--- src/rtl/ball_motion_unit.sv ---
// Frame-rate ball motion generator: absolute position/velocity, wall and paddle
// bounces, bottom-edge miss with delayed re-serve, and a registered ball pixel.
module ball_motion_unit #(
    parameter int COORD_W      = 9,
    parameter int H_DISPLAY    = 256,
    parameter int V_DISPLAY    = 240,
    parameter int BALL_SIZE    = 4,
    parameter int SPEED_W      = 3,
    parameter int INIT_HSPEED  = 2,
    parameter int INIT_VSPEED  = 1,
    parameter int MAX_SPEED    = 7,
    parameter int SPEEDUP_HITS = 4,
    parameter int SERVE_X      = 128,
    parameter int SERVE_Y      = 64,
    parameter int SERVE_DELAY  = 60
) (
    input  logic               clk,
    input  logic               reset,
    input  logic [COORD_W-1:0] hpos,
    input  logic [COORD_W-1:0] vpos,
    input  logic               serve,
    input  logic               obstacle_gfx,
    output logic               ball_gfx,
    output logic [COORD_W-1:0] ball_x,
    output logic [COORD_W-1:0] ball_y,
    output logic               serving,
    output logic               hit,
    output logic               bounce,
    output logic               miss
);

    localparam int CW    = COORD_W + 1;
    localparam int CNT_W = (SERVE_DELAY < 2) ? 1 : $clog2(SERVE_DELAY + 1);
    localparam int HIT_W = (SPEEDUP_HITS < 2) ? 1 : $clog2(SPEEDUP_HITS + 1);

    localparam logic [CW-1:0]      H_LIMIT   = CW'(H_DISPLAY - BALL_SIZE);
    localparam logic [CW-1:0]      V_LIMIT   = CW'(V_DISPLAY - BALL_SIZE);
    localparam logic [COORD_W-1:0] H_LIMIT_C = COORD_W'(H_DISPLAY - BALL_SIZE);
    localparam logic [SPEED_W-1:0] SPD_MAX   = SPEED_W'(MAX_SPEED);

    typedef enum logic [1:0] {IDLE, SERVE_WAIT, MOVE} state_t;

    state_t             state;
    logic [SPEED_W-1:0] hspeed, vspeed;
    logic               hdir, vdir;      // hdir 1 = right, vdir 1 = down
    logic               serve_right;     // direction of the next serve
    logic               hit_latch;
    logic [CNT_W-1:0]   frame_cnt;
    logic [HIT_W-1:0]   hit_cnt;

    logic               frame_tick;
    logic [CW-1:0]      x_w, y_w, hs_w, vs_w, hpos_w, vpos_w;
    logic [COORD_W-1:0] x_next, y_next;
    logic               hdir_next, h_bounce, v_hit, v_bounce, v_miss;

    assign frame_tick = (hpos == '0) && (vpos == COORD_W'(V_DISPLAY));

    // Widened copies so position + speed comparisons never wrap.
    assign x_w    = {1'b0, ball_x};
    assign y_w    = {1'b0, ball_y};
    assign hs_w   = CW'(hspeed);
    assign vs_w   = CW'(vspeed);
    assign hpos_w = {1'b0, hpos};
    assign vpos_w = {1'b0, vpos};

    always_comb begin
        x_next    = ball_x;
        hdir_next = hdir;
        h_bounce  = 1'b0;
        if (hdir) begin
            if (x_w + hs_w >= H_LIMIT) begin
                x_next    = H_LIMIT_C;
                hdir_next = 1'b0;
                h_bounce  = 1'b1;
            end else begin
                x_next = ball_x + COORD_W'(hspeed);
            end
        end else if (x_w <= hs_w) begin
            x_next    = '0;
            hdir_next = 1'b1;
            h_bounce  = 1'b1;
        end else begin
            x_next = ball_x - COORD_W'(hspeed);
        end
    end

    // A paddle hit outranks wall bounce and miss on the vertical axis.
    always_comb begin
        v_hit    = hit_latch;
        v_bounce = !hit_latch && !vdir && (y_w <= vs_w);
        v_miss   = !hit_latch && vdir && (y_w + vs_w >= V_LIMIT);
        y_next   = ball_y;
        if (v_hit || v_bounce)
            y_next = (y_w <= vs_w) ? '0 : ball_y - COORD_W'(vspeed);
        else if (!v_miss)
            y_next = vdir ? ball_y + COORD_W'(vspeed) : ball_y - COORD_W'(vspeed);
    end

    always_ff @(posedge clk) begin
        if (reset) begin
            state       <= IDLE;
            serving     <= 1'b1;
            ball_x      <= COORD_W'(SERVE_X);
            ball_y      <= COORD_W'(SERVE_Y);
            hspeed      <= SPEED_W'(INIT_HSPEED);
            vspeed      <= SPEED_W'(INIT_VSPEED);
            hdir        <= 1'b1;
            vdir        <= 1'b1;
            serve_right <= 1'b1;
            hit_latch   <= 1'b0;
            frame_cnt   <= '0;
            hit_cnt     <= '0;
            ball_gfx    <= 1'b0;
            hit         <= 1'b0;
            bounce      <= 1'b0;
            miss        <= 1'b0;
        end else begin
            hit    <= 1'b0;
            bounce <= 1'b0;
            miss   <= 1'b0;

            ball_gfx <= (state == MOVE)
                     && (hpos_w >= x_w) && (hpos_w < x_w + CW'(BALL_SIZE))
                     && (vpos_w >= y_w) && (vpos_w < y_w + CW'(BALL_SIZE));

            if (frame_tick)
                hit_latch <= 1'b0;
            else if (state == MOVE && ball_gfx && obstacle_gfx)
                hit_latch <= 1'b1;

            case (state)
                IDLE: begin
                    if (serve) begin
                        state     <= SERVE_WAIT;
                        frame_cnt <= CNT_W'(SERVE_DELAY);
                    end
                end
                SERVE_WAIT: begin
                    if (frame_tick) begin
                        if (frame_cnt == '0) begin
                            state       <= MOVE;
                            serving     <= 1'b0;
                            ball_x      <= COORD_W'(SERVE_X);
                            ball_y      <= COORD_W'(SERVE_Y);
                            hspeed      <= SPEED_W'(INIT_HSPEED);
                            vspeed      <= SPEED_W'(INIT_VSPEED);
                            hit_cnt     <= '0;
                            vdir        <= 1'b1;
                            hdir        <= serve_right;
                            serve_right <= ~serve_right;
                        end else begin
                            frame_cnt <= frame_cnt - 1'b1;
                        end
                    end
                end
                MOVE: begin
                    if (frame_tick) begin
                        if (v_miss) begin
                            miss      <= 1'b1;
                            state     <= SERVE_WAIT;
                            serving   <= 1'b1;
                            frame_cnt <= CNT_W'(SERVE_DELAY);
                        end else begin
                            ball_x <= x_next;
                            hdir   <= hdir_next;
                            ball_y <= y_next;
                            bounce <= h_bounce | v_bounce;
                            hit    <= v_hit;
                            if (v_hit)
                                vdir <= 1'b0;
                            else if (v_bounce)
                                vdir <= 1'b1;
                            if (v_hit) begin
                                if (hit_cnt == HIT_W'(SPEEDUP_HITS - 1)) begin
                                    hit_cnt <= '0;
                                    hspeed  <= (hspeed >= SPD_MAX) ? SPD_MAX : hspeed + 1'b1;
                                    vspeed  <= (vspeed >= SPD_MAX) ? SPD_MAX : vspeed + 1'b1;
                                end else begin
                                    hit_cnt <= hit_cnt + 1'b1;
                                end
                            end
                        end
                    end
                end
                default: state <= IDLE;
            endcase
        end
    end

endmodule

--- config.mk ---
export PLATFORM = sky130hd
export DESIGN_NAME = ball_motion_unit
export DESIGN_NICKNAME = d
export VERILOG_FILES = /design/src/rtl/ball_motion_unit.sv
export SDC_FILE = /design/constraint.sdc
export NUM_CORES = 1
export LEC_CHECK = 0
export BUFFER_PORTS_ARGS = -buffer_cell sky130_fd_sc_hd__buf_4
export CORE_UTILIZATION = 45
export DETAILED_ROUTE_END_ITERATION = 10
export GPL_TIMING_DRIVEN = 0
export HOLD_SLACK_MARGIN = 0.12
export PLACE_DENSITY = 0.64
export SYNTH_ARGS = -nofsm -noshare
export SYNTH_HDL_FRONTEND = slang
export SYNTH_SLANG_ARGS = --single-unit
--- constraint.sdc ---
create_clock -name clk -period 2.5 [get_ports clk]
set_clock_uncertainty 0.05 [all_clocks]
set_input_delay 0.5 -clock clk [delete_from_list [all_inputs] [get_ports clk]]
set_output_delay 0.5 -clock clk [all_outputs]
set_load 0.02 [all_outputs]
==> qor.json, run 1 <==
{
  "global_route": {
    "first_global_vias": 4112,
    "grt_first_pass_wirelength_um": 20000,
    "grt.total_usage_pct": 25.1,
    "remaining_global_route_overflow": 0,
    "grt_start_max_net_pins": 15,
    "antenna_found_initial": 0
  },
  "clocking": {
    "worst_setup_hold_path_clk_slew_ns": 0.10,
    "worst_skew_pair.late_latency_ns": 0.31,
    "cts_tree": "built",
    "cts.htree.levels": 2,
    "clock_tree.root_cell": "clkbuf_8",
    "hold_buffers": 0,
    "cts_made_buffers": 5,
    "maximum_buffer_depth_of_the_clock_tree": 2,
    "clock_sinks": 44
  },
  "sta": {
    "finalWorstSetupSlack_ns": -0.200,
    "post-route-period-util_pct": 108,
    "worst_slew_margin_rel_pct": 55.4,
    "number_of_max_slew_violations_in_the_final_report": 0,
    "grt_setup_unrepaired": "true",
    "minimum_clock_period_ns": 2.70,
    "timing.fmax_mhz": 370,
    "finalHoldViolations": 0,
    "post_route_setup_tns_ns": -4.80,
    "timing_worst_slew_pin_value_ns": 0.668,
    "setup_violations": 37
  },
  "synth": {
    "synthFlopType": "dfxtp_1",
    "seq_area_frac_synth_pct": 20.5,
    "ys_seq_elements": 44,
    "synth_top_area_share_pct": 20.5,
    "number_of_synthesized_flops_with_an_enable_pin": 0,
    "mappedNetlistNets": 623,
    "ys_warn_count": 0,
    "mappedNetlistArea_um2": 4300,
    "ys_async_sr_fraction_pct": 0,
    "synth.distinct_cells": 75,
    "leading_post_synthesis_cells_by_cell_area": "dfxtp_1 (21%), ha_1 (15%), inv_1 (3.9%), a21oi_1 (3.7%), xnor2_1 (3.7%)",
    "post_synth.cell_area_avg_um2": 7.88,
    "count_of_mapped_cells_out_of_synthesis": 545,
    "synth_largest_area_cell": "dfxtp_1"
  },
  "die": {
    "rows": 35,
    "die-area_um2": 9940,
    "top_level_ports": 45,
    "overall_die_height_um": 99.7,
    "die_x_um": 99.7,
    "initial_core_util_pct": 46.5,
    "core_area_um2": 9240
  },
  "worst_setup_path": {
    "cp-start-kind": "flip-flop",
    "crit_cells": 12,
    "setup.reg_to_reg.worst_slack_ns": -0.20,
    "worstRegToRegCells": 12,
    "critical_path_arrival_ns": 2.89,
    "cp_data_required_time_ns": 2.68,
    "critPathMaxFanout": 5,
    "cp-startpoint": "vspeed[2]$_SDFFE_PP0P_",
    "cp_slowest_stage_delay_ns": 0.48,
    "critical-path-top-cell-by-count": "buf_6",
    "kind_of_end_point_of_the_critical_path": "flip-flop",
    "criticalPathCategory": "flip-flop to flip-flop",
    "critPathSlowestCell": "or4_4",
    "cp.buffers_inverters": 4,
    "critical_path.reg2reg.startpoint": "vspeed[2]$_SDFFE_PP0P_",
    "cp_top_family": "simple AND/OR/NAND/NOR gates",
    "crit_chain": "inv_2 > ha_4 > buf_6 > nor3b_4 > buf_6 > or3_4 > nand4_1 > and3_4 > o311ai_4 > buf_4 > or4_4 > a21oi_2"
  },
  "min_path": {
    "min_delay_path_depth": 2,
    "min_delay_path_class": "flip-flop to flip-flop",
    "min_from": "hit_cnt[2]$_SDFFE_PP0P_"
  },
  "detailed_routing": {
    "postRouteAntennaNets": 0,
    "detailedRoute.firstIterationViolations": 258,
    "number_of_detailed_routing_iterations_run_before_antenna_repair": 7,
    "drc": 0,
    "num_vias": 4501,
    "detail_route.wl_per_cell_um": 17.0,
    "avgViaCountPerCell": 5.88,
    "route.final.wire_length_um": 13000
  },
  "placement": {
    "placement.io_buffers": 44,
    "hpwlAfterDp_um": 9320,
    "gpl.final_weighted_congestion": 0.909
  },
  "final_layout": {
    "syn_to_final_growth_pct": 31.7,
    "fillers": 820,
    "seq_area_um2": 917,
    "drive_above_1_share_pct": 31.6,
    "post-route-util_pct": 61.3,
    "diode_count": 0,
    "finish.net_count": 714,
    "multiInputGateArea_um2": 3430
  },
  "outcome": {
    "run_status": "complete, but fails checks",
    "violated_checks": "setup timing"
  },
  "flow_run": {
    "drv_cap": 0
  },
  "power": {
    "ir_drop_uv": 318,
    "powerDensity_nw_per_um2": 262,
    "finalPower_w": 0.00148,
    "p_leak_nw": 2.31
  }
}
-- layout make-up --
| cell class | count | share of cell area (%) |
|---|---|---|
| multi-input cells | 424 | 60.6 |
| clock buffers | 6 | 1.46 |
| clock inverters | 2 | 0.685 |
| repair buffers | 87 | 11.8 |
| inverters | 48 | 3.32 |
| well taps | 129 | 2.85 |
| plain buffers | 26 | 3.01 |
| flip-flops and latches | 44 | 16.2 |
-- sequential cells by signal (all words and copies together), names as in the netlist --
register and count:
ball_gfx 1, ball_x 9, ball_y 9, bounce 1, frame_cnt 6, hdir 1, hit 1, hit_cnt 3
hit_latch 1, hspeed 3, miss 1, serve_right 1, serving 1, state 2, vdir 1, vspeed 3
-- where the power goes --
group          internal [W]  switching [W]
logic             0.0000823      0.0000880
clock network      0.000327       0.000273
registers          0.000701     0.00000911
-- layout by cell type (no fill, tap or decap), types with 7 or more instances in the layout --
cell type / n
dfxtp_1: 31
dfxtp_4: 8
o21ai_0: 23
a21oi_2: 7
nand3_1: 25
buf_2: 7
a21oi_1: 25
xnor2_1: 17
a21o_1: 10
nor2_1: 26
buf_6: 7
nand2_1: 34
clkbuf_1: 11
ha_1: 46
inv_1: 41
buf_4: 82
nand4_1: 9
nand2b_1: 9
a211oi_1: 11
nor3_1: 17
a31o_2: 7
-- synth_stat cells, drive strengths merged (7+ instances only) --
cell,instances
ha,52
a21o,10
and3,7
nor2b,8
nand3,27
a211oi,12
buf,15
or3,9
nand2,35
nor3,23
dfxtp,44
nand4,9
o21ai,28
nor4,8
nand2b,10
clkbuf,14
xnor2,18
a21oi,32
nor2,31
inv,46
a31o,9
-- timing repair --
| action | 4_1_cts | 5_1_grt |
|---|---|---|
| setup endpoints to repair | 42 | 41 |
| buffers inserted | 21 | 20 |
| resized for setup | 54 | 34 |
| gates cloned | 1 | 1 |
| pin swaps | 25 | 17 |
-- stage by stage --
stage	setup WS, ns	cell area (µm²)	cells	hold WS (ns)
2_1_floorplan	-0.111	4390	545	0.362
3_3_place_gp	-0.462	4880	718	0.375
3_5_place_dp	-0.471	4880	718	0.381
4_1_cts	-0.134	5370	745	0.397
5_1_grt	-0.272	5660	766	0.434
6_report	-0.200	5660	766	0.403
-- kinds of logic (layout without fill, tap and decap cells) --
| group | count (synthesis) | count (layout) | synth area share (%) |
|---|---|---|---|
| compound gates | 157 | 157 | 26.1 |
| xor+xnor | 20 | 20 | 4.08 |
| fa+ha+maj | 56 | 56 | 17.0 |
| buf+inv | 77 | 169 | 7.75 |
| flops | 44 | 44 | 20.5 |
| mux | 6 | 6 | 1.43 |
| simple gates | 185 | 185 | 23.2 |
-- routing by layer --
| metal | track usage (%) | up-vias | part of all wire [%] |
|---|---|---|---|
| li1 | - | 2186 | - |
| met1 | 34.3 | 2140 | 47 |
| met2 | 41.6 | 143 | 46 |
| met3 | 2.81 | 32 | 5.0 |
| met4 | 7.13 | 0 | 2.2 |
| met5 | 0 | - | 0 |
-- final timing paths --
path,endpoint
worst max-delay path,ball_y[3]$_SDFFE_PP0P_
worst min-delay path,hit_cnt[2]$_SDFFE_PP0P_
worst max register to register,ball_y[3]$_SDFFE_PP0P_
worst min register to register,hit_cnt[2]$_SDFFE_PP0P_
-- tightest hold or removal path, cell delays in order, from the launching register on --
cell and delay (ns):
dfxtp_1 0.32, nand2_1 0.07, a21oi_2 0.03
Power figures use the tool's default switching activity.
==> run 2, diff against run 1 <==
--- a/config.mk
+++ b/config.mk
@@ -6,11 +6,11 @@
 export NUM_CORES = 1
 export LEC_CHECK = 0
 export BUFFER_PORTS_ARGS = -buffer_cell sky130_fd_sc_hd__buf_4
-export CORE_UTILIZATION = 45
+export CORE_UTILIZATION = 50
 export DETAILED_ROUTE_END_ITERATION = 10
 export GPL_TIMING_DRIVEN = 0
 export HOLD_SLACK_MARGIN = 0.12
-export PLACE_DENSITY = 0.64
+export PLACE_DENSITY = 0.72
 export SYNTH_ARGS = -nofsm -noshare
 export SYNTH_HDL_FRONTEND = slang
 export SYNTH_SLANG_ARGS = --single-unit
==> qor.json, run 2 (synthesis gave the netlist of run 1 again) <==
{
  "final_layout": {
    "final_cell_mix": "buf_4 (65), ha_1 (48), inv_1 (43), nand2_1 (35), dfxtp_1 (35)",
    "syn_to_final_growth_pct": 26.2,
    "finish.net_count": 695,
    "diode_count": 0,
    "mostFrequentLayoutCell": "buf_4",
    "fillers": 711,
    "drive_above_1_share_pct": 27.3,
    "reg_top3": "ball_x (9), ball_y (9), frame_cnt (6)"
  },
  "min_path": {
    "min_delay_path_class": "flip-flop to flip-flop"
  },
  "sta": {
    "minimum_clock_period_ns": 2.70,
    "hold_ws_ns": 0.403,
    "timing_worst_slew_pin_value_ns": 0.678,
    "finalWorstSetupSlack_ns": -0.197,
    "post-route-period-util_pct": 108,
    "finalHoldViolations": 0,
    "number_of_max_slew_violations_in_the_final_report": 0,
    "grt_setup_unrepaired": "true",
    "worst_slew_margin_rel_pct": 54.8,
    "setup_violations": 38,
    "timing.fmax_mhz": 371
  },
  "global_route": {
    "grt_start_max_net_pins": 16,
    "grt_first_pass_wirelength_um": 19700,
    "antenna_found_initial": 0,
    "first_global_vias": 4148,
    "grt.total_usage_pct": 28.3,
    "remaining_global_route_overflow": 0,
    "gr-usage-met2_pct": 47.2,
    "use_met1_pct": 37.2,
    "grt_util_met3_pct": 3.22,
    "grt.busiest_layer": "met2"
  },
  "power": {
    "p_leak_nw": 2.20,
    "finalPower_w": 0.00136,
    "power_frac_seq_pct": 52.4,
    "power_switching_w": 0.000378,
    "ir_drop_uv": 329,
    "power.combinational.fraction_pct": 12.3,
    "internal_power_consumption_w": 0.000981,
    "powerDensity_nw_per_um2": 251,
    "clock_network_fraction_of_total_power_pct": 35.3,
    "netSwitchingFraction_pct": 27.8
  },
  "clocking": {
    "cts.htree.levels": 2,
    "worst_skew_pair.late_latency_ns": 0.31,
    "clock_tree.root_cell": "clkbuf_8",
    "maximum_buffer_depth_of_the_clock_tree": 2,
    "worst_setup_hold_path_clk_slew_ns": 0.10,
    "cts_made_buffers": 5,
    "cts_tree": "built",
    "clock_sinks": 44
  },
  "placement": {
    "placement.io_buffers": 44,
    "gpl.final_weighted_congestion": 0.943,
    "hpwlAfterDp_um": 9320
  },
  "worst_setup_path": {
    "crit_chain": "ha_4 > fa_2 > xnor2_2 > o31ai_1 > a21o_1 > a31o_4 > o311ai_4 > buf_6 > buf_8 > nor3_2 > a31o_2",
    "criticalPathCategory": "flip-flop to flip-flop",
    "cp_top_family": "compound AO/OA/AOI/OAI gates",
    "kind_of_end_point_of_the_critical_path": "flip-flop",
    "cp_slowest_stage_delay_ns": 0.41,
    "cp.buffers_inverters": 2,
    "critPathSlowestCell": "fa_2",
    "critPathMaxFanout": 7,
    "cp_data_required_time_ns": 2.66,
    "cp-start-kind": "flip-flop",
    "critical_path_arrival_ns": 2.85
  },
  "die": {
    "die_x_um": 94.7,
    "rows": 33,
    "core_area_um2": 8260,
    "overall_die_height_um": 94.7,
    "die-area_um2": 8970,
    "initial_core_util_pct": 52.0,
    "top_level_ports": 45
  },
  "detailed_routing": {
    "number_of_detailed_routing_iterations_run_before_antenna_repair": 5,
    "num_vias": 4513,
    "detailedRoute.firstIterationViolations": 293,
    "postRouteAntennaNets": 0,
    "detail_route.wl_per_cell_um": 17.5,
    "drc": 0,
    "route.final.wire_length_um": 12700,
    "avgViaCountPerCell": 6.24
  },
  "flow_run": {
    "drv_cap": 0
  },
  "outcome": {
    "violated_checks": "setup timing",
    "run_status": "complete, but fails checks"
  }
}
[run 2: power groups by stage]
stage / clock (W) / combinational (W) / sequential [W]
6_report: 0.000480 / 0.000167 / 0.000712
5_1_grt: 0.000509 / 0.000188 / 0.000714
4_1_cts: 0.000483 / 0.000161 / 0.000712
3_5_place_dp: 0 / 0.000158 / 0.000732
3_3_place_gp: 0 / 0.000151 / 0.000732
2_1_floorplan: 0 / 0.0000930 / 0.000732
[run 2: path summary, 6_finish.rpt]
path / startpoint / to / slack (ns) / depth (start not counted)
min: hit_cnt[2]$_SDFFE_PP0P_ / hit_cnt[2]$_SDFFE_PP0P_ / 0.40 / 2
max reg2reg: vspeed[0]$_SDFFE_PP1P_ / vspeed[2]$_SDFFE_PP0P_ / -0.20 / 11
min reg2reg: hit_cnt[2]$_SDFFE_PP0P_ / hit_cnt[2]$_SDFFE_PP0P_ / 0.40 / 2
max: vspeed[0]$_SDFFE_PP1P_ / vspeed[2]$_SDFFE_PP0P_ / -0.20 / 11
[run 2: what timing repair did]
action                     CTS  global route
buffers inserted            18             4
hold buffers                 0             0
gates cloned                 1             0
pin swaps                   24            17
setup endpoints to repair   42            40
gates resized for setup     48            29
[run 2: worst reg2reg max path, delay by kind of cell (launching register included)]
kind	cells	cell delay, ns
compound gates	5	1.03
flops	1	0.38
xor+xnor	1	0.18
buf+inv	2	0.35
fa+ha+maj	2	0.57
simple gates	1	0.04
[run 2: layer usage]
layer  vias up  routed length, µm
met3        35                695
li1       2159                  -
met4         0                396
met5         -                  0
met2       209               6020
met1      2110               5570
[run 2: area by class of cell]
cell class	instances	area [µm²]	share of cell area, %
timing repair buffer	67	538	9.92
clock buffer	5	68.8	1.27
buffer	27	164	3.02
tap	105	131	2.42
inverter	48	183	3.37
clock inverter	3	20.0	0.369
sequential	44	907	16.7
multi-input combinational	424	3410	62.9
[run 2: through the flow]
| stage | worst slack [ns] | area (µm²) | TNS [ns] | utilization (%) | std cells |
|---|---|---|---|---|---|
| after floorplan | -0.111 | 4390 | -0.855 | - | 545 |
| after global placement | -0.599 | 4850 | -15.83 | 58.7 | 694 |
| after detailed placement | -0.619 | 4850 | -17.74 | 58.7 | 694 |
| after CTS | -0.149 | 5310 | -3.09 | 64.3 | 721 |
| after global routing | -0.282 | 5420 | -7.33 | 65.7 | 723 |
| final | -0.197 | 5420 | -4.34 | 65.7 | 723 |
==> run 3, diff against run 2 <==
==> constraint.sdc (replaced) <==
create_clock -name clk -period 2.34 [get_ports clk]
set_clock_uncertainty 0.05 [all_clocks]
set_input_delay 0.468 -clock clk [delete_from_list [all_inputs] [get_ports clk]]
set_output_delay 0.468 -clock clk [all_outputs]
set_load 0.02 [all_outputs]
==> qor.json, run 3 (synthesis gave the netlist of run 1 again) <==
{
  "power": {
    "clock_network_fraction_of_total_power_pct": 39.8,
    "internal_power_consumption_w": 0.00116,
    "powerDensity_nw_per_um2": 267,
    "p_leak_nw": 2.38,
    "netSwitchingFraction_pct": 26.3,
    "finalPower_w": 0.00157,
    "power.combinational.fraction_pct": 11.7,
    "ir_drop_uv": 289,
    "power_frac_seq_pct": 48.5,
    "power_switching_w": 0.000413
  },
  "final_layout": {
    "seq_area_um2": 911,
    "fillers": 641,
    "layout.cells.non_filler": 747,
    "finish.net_count": 719,
    "drive_above_1_share_pct": 33.3,
    "multiInputGateArea_um2": 3550,
    "syn_to_final_growth_pct": 36.8,
    "mostFrequentLayoutCell": "buf_4",
    "reg_top3": "ball_x (9), ball_y (9), frame_cnt (6)",
    "final_cell_mix": "buf_4 (76), ha_1 (48), inv_1 (41), nand2_1 (32), dfxtp_1 (32)",
    "diode_count": 0
  },
  "global_route": {
    "grt.total_usage_pct": 32.2,
    "remaining_global_route_overflow": 0,
    "grt_first_pass_wirelength_um": 22700,
    "grt_start_max_net_pins": 16,
    "antenna_found_initial": 0,
    "first_global_vias": 4605
  },
  "sta": {
    "timing.fmax_mhz": 362,
    "finalHoldViolations": 0,
    "hold_ws_ns": 0.407,
    "grt_setup_unrepaired": "true",
    "minimum_clock_period_ns": 2.77,
    "setup_violations": 42,
    "worst_slew_margin_rel_pct": 46.3,
    "number_of_max_slew_violations_in_the_final_report": 0,
    "timing_worst_slew_pin_value_ns": 0.805,
    "post-route-period-util_pct": 118,
    "finalWorstSetupSlack_ns": -0.426,
    "post_route_setup_tns_ns": -13.05
  },
  "placement": {
    "gpl.final_weighted_congestion": 0.966,
    "dp_slack_ns": -0.674,
    "placement.io_buffers": 44,
    "hpwlAfterDp_um": 9350,
    "inst_count_dp": 694
  },
  "worst_setup_path": {
    "critical-path-top-cell-by-count": "buf_12",
    "cp-start-kind": "flip-flop",
    "kind_of_end_point_of_the_critical_path": "flip-flop",
    "critPathMaxFanout": 7,
    "cp_slowest_stage_delay_ns": 0.40,
    "cp_data_required_time_ns": 2.46,
    "critPathSlowestCell": "fa_2",
    "criticalPathCategory": "flip-flop to flip-flop",
    "crit_chain": "ha_4 > fa_2 > xnor2_2 > o31ai_1 > a21o_1 > a31o_4 > o311ai_4 > buf_6 > buf_4 > buf_12 > buf_12 > o41ai_2",
    "critical_path_arrival_ns": 2.89
  },
  "flow_run": {
    "drv_cap": 0
  },
  "die": {
    "initial_core_util_pct": 52.0,
    "overall_die_height_um": 94.7,
    "die_x_um": 94.7,
    "die-area_um2": 8970,
    "core_area_um2": 8260,
    "rows": 33,
    "top_level_ports": 45
  },
  "detailed_routing": {
    "detail_route.wl_per_cell_um": 18.6,
    "drc": 0,
    "avgViaCountPerCell": 6.15,
    "route.final.wire_length_um": 13900,
    "postRouteAntennaNets": 0,
    "detailedRoute.firstIterationViolations": 227,
    "number_of_detailed_routing_iterations_run_before_antenna_repair": 5,
    "num_vias": 4594
  },
  "clocking": {
    "maximum_buffer_depth_of_the_clock_tree": 2,
    "worst_skew_pair.late_latency_ns": 0.30,
    "cts.htree.levels": 2,
    "worst_setup_hold_path_clk_slew_ns": 0.10,
    "clock_sinks": 44,
    "cts_tree": "built",
    "clock_tree.root_cell": "clkbuf_8",
    "cts_made_buffers": 5
  },
  "outcome": {
    "violated_checks": "setup timing",
    "run_status": "complete, but fails checks"
  },
  "min_path": {
    "min_delay_path_class": "flip-flop to flip-flop"
  }
}
==> run 3: timing repair <==
item / CTS / global route
setup endpoints to repair: 42 / 43
setup buffers: 43 / 8
pin swaps: 37 / 10
hold buffers: 0 / 0
resized for setup: 82 / 39
gates cloned: 3 / 0
==> run 3: area by class of cell <==
class | instances | area share, %
multi-input combinational | 424 | 60.4
sequential | 44 | 15.5
timing repair buffer | 92 | 13.7
inverter | 48 | 3.19
buffer | 26 | 2.98
tap | 105 | 2.24
clock buffer | 5 | 1.17
clock inverter | 3 | 0.788
==> run 3: worst paths after layout <==
check | startpoint | endpoint | slack (ns) | cells past startpoint
setup reg to reg | vspeed[0]$_SDFFE_PP1P_ | ball_y[8]$_SDFFE_PP0P_ | -0.43 | 12
setup / recovery | vspeed[0]$_SDFFE_PP1P_ | ball_y[8]$_SDFFE_PP0P_ | -0.43 | 12
hold / removal | hit_cnt[2]$_SDFFE_PP0P_ | hit_cnt[2]$_SDFFE_PP0P_ | 0.41 | 2
hold reg to reg | hit_cnt[2]$_SDFFE_PP0P_ | hit_cnt[2]$_SDFFE_PP0P_ | 0.41 | 2
==> run 3: critical path, delay by kind of cell, from the launching register on <==
family                     cells  cell delay (ns)
adders and majority gates      2             0.56
AOI/OAI and AO/OA              5             0.91
xor gates and xnor gates       1             0.18
DFF                            1             0.37
buffers and inverters          4             0.56
==> run 3: per-stage QoR <==
| stage | instance area, µm² | utilization, % |
|---|---|---|
| final | 5880 | 71.2 |
| after global routing | 5880 | 71.2 |
| after CTS | 5720 | 69.3 |
| after detailed placement | 4870 | 59.0 |
| after global placement | 4870 | 59.0 |
| after floorplan | 4410 | - |
==> run 3: power groups by stage <==
stage               clock (W)  sequential, W  combinational [W]
floorplan                   0       0.000782          0.0000994
global placement            0       0.000782           0.000164
detailed placement          0       0.000782           0.000170
CTS                  0.000630       0.000761           0.000177
global route         0.000663       0.000763           0.000203
finish               0.000626       0.000761           0.000184
==> run 3: layer usage <==
layer	up-vias	wire length, µm	track usage [%]
li1	2193	-	-
met4	0	470	14.4
met3	34	777	3.86
met5	-	0	0
met1	2196	6000	41.3
met2	171	6670	53.8
